$ cat config.mk
export PLATFORM = sky130hd
export DESIGN_NAME = load_store_unit
export DESIGN_NICKNAME = d
export VERILOG_FILES = /design/src/rtl/riscv_pkg.sv /design/src/rtl/lsu_lane_align.sv /design/src/rtl/load_store_unit.sv
export SDC_FILE = /design/constraint.sdc
export NUM_CORES = 1
export LEC_CHECK = 0
export BUFFER_PORTS_ARGS = -buffer_cell sky130_fd_sc_hd__buf_2
export CAP_MARGIN = 10
export CELL_PAD_IN_SITES_DETAIL_PLACEMENT = 1
export CELL_PAD_IN_SITES_GLOBAL_PLACEMENT = 2
export CORE_UTILIZATION = 35
export CTS_CLUSTER_DIAMETER = 100
export DETAILED_ROUTE_END_ITERATION = 10
export PLACE_DENSITY_LB_ADDON = 0.1
export RECOVER_POWER = 25
export REMOVE_ABC_BUFFERS = 1
export SKIP_CTS_REPAIR_TIMING = 1
export SLEW_MARGIN = 20
export SYNTH_ARGS = -nofsm -noshare
export SYNTH_HDL_FRONTEND = slang
export SYNTH_HIERARCHICAL = 1
export SYNTH_SLANG_ARGS = --single-unit
$ cat constraint.sdc
create_clock -name clk -period 4.4 [get_ports clk]
set_input_delay 0.22 -clock clk [delete_from_list [all_inputs] [get_ports clk]]
set_output_delay 0.22 -clock clk [all_outputs]
set_load 0.02 [all_outputs]
$ cat src/rtl/riscv_pkg.sv
// Shared types and constants for the RV32I load/store unit: FSM states,
// func3 width codes and the request legality check applied at acceptance.
package riscv_pkg;

    localparam int LSU_MEM_LATENCY = 1;

    localparam logic [2:0] F3_B  = 3'b000;
    localparam logic [2:0] F3_H  = 3'b001;
    localparam logic [2:0] F3_W  = 3'b010;
    localparam logic [2:0] F3_BU = 3'b100;
    localparam logic [2:0] F3_HU = 3'b101;

    typedef enum logic [1:0] {
        IDLE,
        READ,
        WRITE,
        RESP
    } lsu_state_t;

    // Misaligned halves/words and func3 codes outside the load or store set.
    function automatic logic lsu_req_error(input logic       write,
                                           input logic [2:0] func3,
                                           input logic [1:0] addr_lo);
        logic misaligned;
        logic illegal;
        misaligned = ((func3 == F3_H || func3 == F3_HU) && addr_lo[0]) ||
                     (func3 == F3_W && addr_lo != 2'b00);
        illegal    = write ? (func3 > F3_W)
                           : !(func3 inside {F3_B, F3_H, F3_W, F3_BU, F3_HU});
        return misaligned || illegal;
    endfunction

endpackage

$ cat src/rtl/lsu_lane_align.sv
// Byte-lane steering: extracts and extends load data from a memory word and
// merges store data into the addressed lanes of a word.
module lsu_lane_align
    import riscv_pkg::*;
(
    input  logic [3:0][7:0] word,
    input  logic [1:0]      addr_lo,
    input  logic [2:0]      func3,
    input  logic [31:0]     wdata,
    output logic [31:0]     load_data,
    output logic [3:0][7:0] store_lanes
);

    logic [7:0]  sel_byte;
    logic [15:0] sel_half;

    always_comb begin
        // NOTE: every output gets a default before the case so no latch is inferred.
        sel_byte    = word[addr_lo];
        sel_half    = {word[{addr_lo[1], 1'b1}], word[{addr_lo[1], 1'b0}]};
        load_data   = word;
        store_lanes = word;

        case (func3)
            F3_B:    load_data = {{24{sel_byte[7]}}, sel_byte};
            F3_BU:   load_data = {24'h0, sel_byte};
            F3_H:    load_data = {{16{sel_half[15]}}, sel_half};
            F3_HU:   load_data = {16'h0, sel_half};
            default: load_data = word;
        endcase

        case (func3)
            F3_B: store_lanes[addr_lo] = wdata[7:0];
            F3_H: begin
                store_lanes[{addr_lo[1], 1'b0}] = wdata[7:0];
                store_lanes[{addr_lo[1], 1'b1}] = wdata[15:8];
            end
            default: store_lanes = wdata;
        endcase
    end

endmodule

$ cat src/rtl/load_store_unit.sv
// Single-outstanding RV32I load/store unit: word-addressed memory port,
// read-modify-write for byte/half stores, one-cycle response pulse.
module load_store_unit
    import riscv_pkg::*;
#(
    parameter int MEM_LATENCY = LSU_MEM_LATENCY
) (
    input  logic            clk,
    input  logic            rst_b,
    input  logic            req_valid,
    output logic            req_ready,
    input  logic            req_write,
    input  logic [2:0]      req_func3,
    input  logic [31:0]     req_addr,
    input  logic [31:0]     req_wdata,
    input  logic            halted,
    output logic            resp_valid,
    output logic [31:0]     resp_rdata,
    output logic            resp_err,
    output logic [31:0]     mem_addr,
    input  logic [3:0][7:0] mem_data_out,
    output logic [3:0][7:0] mem_data_in,
    output logic            mem_write_en
);

    localparam logic [1:0] LAT_MAX = 2'(MEM_LATENCY);

    lsu_state_t      state, state_next;
    logic            accept;
    logic            req_err_now;
    logic [1:0]      lat_cnt;
    logic            op_write;
    logic            op_err;
    logic [2:0]      op_func3;
    logic [31:0]     op_addr;
    logic [31:0]     op_wdata;
    logic [3:0][7:0] rd_word;
    logic [31:0]     load_data;
    logic [3:0][7:0] store_lanes;

    assign accept      = req_valid && req_ready;
    assign req_err_now = lsu_req_error(req_write, req_func3, req_addr[1:0]);

    always_ff @(posedge clk or negedge rst_b) begin
        // NOTE: sequential state uses non-blocking assignments only.
        if (!rst_b) state <= IDLE;
        else        state <= state_next;
    end

    always_comb begin
        state_next = state;
        unique case (state)
            IDLE: begin
                if (accept) begin
                    if (req_err_now)                              state_next = RESP;
                    else if (req_write && req_func3 == F3_W)      state_next = WRITE;
                    else                                          state_next = READ;
                end
            end
            READ:    if (lat_cnt == LAT_MAX) state_next = op_write ? WRITE : RESP;
            WRITE:   state_next = RESP;
            RESP:    state_next = IDLE;
            default: state_next = IDLE;
        endcase
    end

    // Request fields are frozen at acceptance; the read word at the last READ edge.
    always_ff @(posedge clk or negedge rst_b) begin
        if (!rst_b) begin
            op_write <= 1'b0;
            op_err   <= 1'b0;
            op_func3 <= '0;
            op_addr  <= '0;
            op_wdata <= '0;
            rd_word  <= '0;
            lat_cnt  <= '0;
        end else begin
            if (accept) begin
                op_write <= req_write;
                op_err   <= req_err_now;
                op_func3 <= req_func3;
                op_addr  <= req_addr;
                op_wdata <= req_wdata;
            end
            if (state == READ) begin
                lat_cnt <= (lat_cnt == LAT_MAX) ? lat_cnt : lat_cnt + 2'd1;
                if (lat_cnt == LAT_MAX) rd_word <= mem_data_out;
            end else begin
                lat_cnt <= '0;
            end
        end
    end

    lsu_lane_align u_lane_align (
        .word        (rd_word),
        .addr_lo     (op_addr[1:0]),
        .func3       (op_func3),
        .wdata       (op_wdata),
        .load_data   (load_data),
        .store_lanes (store_lanes)
    );

    always_comb begin
        req_ready    = 1'b0;
        resp_valid   = 1'b0;
        resp_rdata   = '0;
        resp_err     = 1'b0;
        mem_addr     = '0;
        mem_write_en = 1'b0;
        mem_data_in  = '0;
        unique case (state)
            IDLE: req_ready = rst_b && !halted;
            READ: mem_addr  = {op_addr[31:2], 2'b00};
            WRITE: begin
                // Gated by rst_b so a reset landing mid-write never reaches memory.
                mem_addr     = {op_addr[31:2], 2'b00};
                mem_write_en = rst_b;
                mem_data_in  = rst_b ? store_lanes : '0;
            end
            RESP: begin
                resp_valid = 1'b1;
                resp_err   = op_err;
                resp_rdata = (op_err || op_write) ? '0 : load_data;
            end
            default: req_ready = 1'b0;
        endcase
    end

endmodule

-- Yosys cells after proc, flatten, opt, wreduce, memory -nomap -nowiden
Cells that the tools add are included.
- register bits: 105
- multiplexer cells: 35
- $lt $le $gt $ge: 7
- reductions and logical operators: 22
- equal/unequal tests: 14
- add/subtract/negate cells: 1
- operators by type and width (cell ; number):
    32-bit two-way mux ; 5
    32-bit one-hot mux with 4 select lines ; 1
    32-bit bitwise mux ; 3
    8-bit two-way mux ; 8
    32-bit one-hot mux with 2 select lines ; 1
    8-bit binary-select mux with 2-bit select ; 1
    8-bit demux with 1-bit select ; 2
    8-bit demux with 2-bit select ; 1
    3-bit == test (second input constant) ; 4
    2-bit two-way mux ; 6
    2-bit by 3-bit < comparator with 1-bit output (second input constant) ; 3
    1-bit logical AND ; 8
    2-bit one-hot mux with 4 select lines ; 1
    3-bit by 1-bit == test with 1-bit output (second input constant) ; 2
    2-bit by 1-bit greater-or-equal comparator with 1-bit output (second input constant) ; 3
    3-bit logical NOT ; 2
    1-bit two-way mux ; 6
    2-bit inequality test (second input constant) ; 3
    5-bit nonzero test ; 1
    2-bit by 1-bit == test with 1-bit output (second input constant) ; 2
    2-bit == test (second input constant) ; 2
    1-bit logical OR ; 4
    2-bit AND reduction ; 2
    3-bit by 2-bit == test with 1-bit output (second input constant) ; 1
    6 further kinds ; 7

-- Depth between registers and ports, before layout
- depth in word-level cells: 9
- depth in mapped cells: 8
- mapped depth without buffers: 6

-- By module
Netlist, hierarchy kept.
- by module, submodules not included (module ; cells each ; instances ; area each (µm²)):
    load_store_unit ; 361 ; 1 ; 5079.9
    lsu_lane_align ; 228 ; 1 ; 1410.1

-- Worst setup path after synthesis
Ideal clock, no wire load.
- path type: flip-flop to output port
- start point: reg op_addr[0]
- end point: out resp_rdata[16]
- stages on the path, launching flop included: 8
- data arrival time: 1.658 ns
- slack: 2.522 ns
- buffers on the path: 2
- required time: 4.180 ns
- cell sequence: dfrtp_1 -> buf_6 -> mux2_4 -> and3_4 -> a311oi_4 -> buf_6 -> nand2_1 -> and2_1
- longest elaborated chain between the ends: 5
- RTL lines (element ; RTL line ; source):
    start: declaration ; load_store_unit.sv:35 ; logic [31:0] op_addr;
    start signal: assignment ; load_store_unit.sv:82 ; op_addr <= req_addr;
    8-bit binary-select mux with 2-bit select ; lsu_lane_align.sv:19 ; sel_byte = word[addr_lo];
    8-bit two-way mux (not written as such) ; lsu_lane_align.sv:19 ;
    32-bit one-hot mux with 4 select lines ; lsu_lane_align.sv:24 ; case (func3)
    named net load_data[16] ; load_store_unit.sv:38 ; logic [31:0] load_data;
    32-bit two-way mux ; load_store_unit.sv:123 ; resp_rdata = (op_err || op_write) ? '0 : load_data;
    32-bit two-way mux ; load_store_unit.sv:111 ; unique case (state)
    end: declaration ; load_store_unit.sv:18 ; output logic [31:0] resp_rdata,
The timed path passes the listed nets, and every way through them passes these cells. The select of a mux whose other input is x is not followed.

-- Worst setup path after layout
- start point: reg op_addr[0]
- end point: out resp_rdata[19]
The elaborated chain is that of the path after synthesis.

==> qor.csv <==
metric;value;unit
status;finished with violations;
asr flop ratio synth;1.00;
initial core utilization;0.359;
P_leak;4.24;nW
clk slew on worst S/H paths;0.09;ns
Port-buffer cells;201;
CORE AREA;0.0181;mm2
Cells after Synth;589;
HP Start;req_addr[23];
CTS tree;done;
Unique masters post-synth;53;
grt met3 use;0.0575;
unrepaired setup endpoints after global routing;false;
remaining antenna violation count;0;
min Tclk post-route;3.21;ns
Final Hold Fails;0;
row count;49;
highest net fanout along the worst path;19;
Slew @ Worst Pin;1.66;ns
type of the tightest min-delay check;input pin to register;
GRT Max-Usage Layer;met2;
final net count;876;
Clock Latency Late Sink;0.35;ns
clk sinks;105;
R2R Path End;op_wdata[20];
htree depth;3;
#FFs+latches synth;105;
first-pass GRT wire length;31600;um
switching share of power;0.441;
Reg power frac;0.312;
Die W;138;um
I/O pin count;204;
total grt overflow;0;
vias per cell;5.12;
Area growth syn-to-layout;20.9;%
Yosys warnings;6;
Mapped Area;0.00649;mm2
Post-Route Setup TNS;0;ns
final setup violation count;0;
Pint;3.52;mW
height of the die;138;um
DRT Wirelength;20000;um
DR WL/cell;19.9;um
# DRC;48;
Vias;5126;
routability cong.;0.770;
clk buf depth;2;
Max-slew headroom;-0.106;
Main synth FF type;dfrtp_1;
WP data arrival;2.99;ns
Mapped Avg Cell Area;11.0;um2
fillers;2087;
max cap viols;1;
Tot GR Track Use;0.213;
estimated wirelength of the detail-placed design;14000;um
worst reg2reg setup slack;2.29;ns
WS Path Type;register to output pin;
Post-Route Utilization;0.434;
Crit. End Element;output pin;
crit share post-route;0.729;
initial antenna violation count;1;
R2R depth;5;
Comb pwr share;0.552;
fmax;312;MHz
largest net degree at the start of global routing;75;
Seq/Total Area, Yosys;0.405;
vias in the first global route;5530;
die area;0.0191;mm2
hold path depth;2;
GR Layer Usage met2;0.369;
WHS Endpoint;op_addr[23];
EDFF count, synth;0;
drt first-iter violations;288;
VDD IR max;0.000321;V
CP startpoint kind;register;
Slew Limit Fails;75;
Critical R2R Launch;state[0];
clock power share;0.137;
drt first pass iters;7;
met1 Use GR;0.261;
Pwr Density;803;mW/mm2
worst hold slack;0.0846;ns
Sw Pwr;2.78;mW
CTS Buf Count;9;
share of layout cells above drive strength 1;0.456;
Final Skew;0.0104;ns
clk root buf;clkbuf_16;
violated checks;DRC, capacitance limit, slew limit;
CP required;4.18;ns
[metrics by stage]
step	instances	power, mW	instance area [um2]	setup slack [ns]
finish	1002	6.30	7850	1.19
global route	1001	6.76	7850	0.951
detailed placement	985	5.48	7540	1.52
CTS	1001	6.38	7850	1.13
floorplan	547	4.29	6180	1.86
global placement	985	5.39	7540	1.58
[routing by layer]
metal	vias to the layer above	wire length [um]
li1	2424	-
met1	2522	8580
met2	164	9700
met3	16	1430
met4	0	279
met5	-	0
[sequential cells by signal, indices dropped and copies added (netlist names)]
name,flops
op_write,1
op_err,1
rd_word,32
lat_cnt,2
op_func3,3
state,2
op_wdata,32
op_addr,32
[area by class of cell]
type | instances | area (um2) | area share
diodes | 1 | 2.50 | 0.000319
clock buffers | 9 | 225 | 0.0287
clock inverters | 7 | 86.3 | 0.0110
inverters | 15 | 56.3 | 0.00717
multi-input cells | 427 | 3500 | 0.446
flip-flops and latches | 105 | 2630 | 0.335
well taps | 229 | 287 | 0.0365
repair buffers | 209 | 1060 | 0.135
[worst max path at each step]
| stage | slack, ns | end | from | depth (start not counted) |
|---|---|---|---|---|
| finish | 1.19 | resp_rdata[19] | op_addr[0] | 6 |
| global route | 0.95 | resp_rdata[19] | op_addr[0] | 6 |
| detailed placement | 1.52 | mem_data_in[20] | op_addr[0] | 6 |
| floorplan | 1.86 | mem_data_in[15] | op_func3[1] | 5 |
| CTS | 1.13 | mem_data_in[20] | op_addr[0] | 6 |
| global placement | 1.58 | mem_data_in[20] | op_addr[0] | 6 |
[worst max-delay path, cell delays in order (launching register included)]
cell	delay [ns]
dfrtp_1	0.81
mux2i_1	0.37
nor4_2	0.10
a311oi_4	0.91
nand2_1	0.12
and2_1	0.18
buf_2	0.15
[synthesized netlist by cell type (5+ instances only)]
cell type | number | area share
mux2_2 | 49 | 0.085
a222oi_1 | 7 | 0.011
ha_1 | 5 | 0.0096
a221o_1 | 7 | 0.011
nand2_1 | 59 | 0.034
o211ai_1 | 6 | 0.0069
and2_1 | 64 | 0.062
inv_1 | 15 | 0.0087
dfrtp_1 | 105 | 0.40
nor2b_1 | 9 | 0.0087
buf_12 | 6 | 0.019
nor2_1 | 18 | 0.010
and3_1 | 33 | 0.032
mux2_4 | 69 | 0.16
a21oi_1 | 22 | 0.017
mux2i_1 | 11 | 0.017
clkbuf_1 | 22 | 0.013
o22ai_1 | 13 | 0.013
buf_2 | 8 | 0.0062
o21ai_0 | 14 | 0.011
[cells by family (layout without fill, tap and decap cells)]
kind of cell               after synthesis  after routing  share of synthesized area
buffers and inverters                   58            240                     0.0571
and+or+nand+nor                        201            201                      0.169
adders and majority gates                5              5                    0.00964
DFF                                    105            105                      0.405
muxes                                  129            129                      0.262
other                                    1              3                   0.000578
AOI/OAI and AO/OA                       89             89                     0.0956
xor gates and xnor gates                 1              1                    0.00135
[cells in the final DEF (no fill, tap or decap), drive strengths merged, types with 3 or more instances in the layout]
| master | synthesis | final |
|---|---|---|
| nor2 | 19 | 19 |
| and2 | 64 | 64 |
| a222oi | 7 | 7 |
| o22ai | 13 | 13 |
| nand2b | 3 | 3 |
| mux2 | 118 | 118 |
| inv | 15 | 17 |
| nand2 | 60 | 60 |
| buf | 21 | 207 |
| a21oi | 23 | 23 |
| a221o | 7 | 7 |
| nand3 | 3 | 3 |
| o211ai | 6 | 6 |
| clkbuf | 22 | 11 |
| dfrtp | 105 | 105 |
| clkinv | 0 | 3 |
| a22oi | 4 | 4 |
| o21ai | 16 | 16 |
| ha | 5 | 5 |
| mux2i | 11 | 11 |
| nor2b | 9 | 9 |
| and3 | 34 | 34 |
[power groups by stage]
stage / Combinational, mW / Clock, mW / Sequential (mW)
after floorplan: 2.47 / 0 / 1.82
after global placement: 3.43 / 0 / 1.96
after detailed placement: 3.51 / 0 / 1.98
after CTS: 3.52 / 0.886 / 1.97
after global routing: 3.78 / 0.924 / 2.05
final: 3.48 / 0.861 / 1.96
Note: power is estimated with default switching activity, not from simulation.
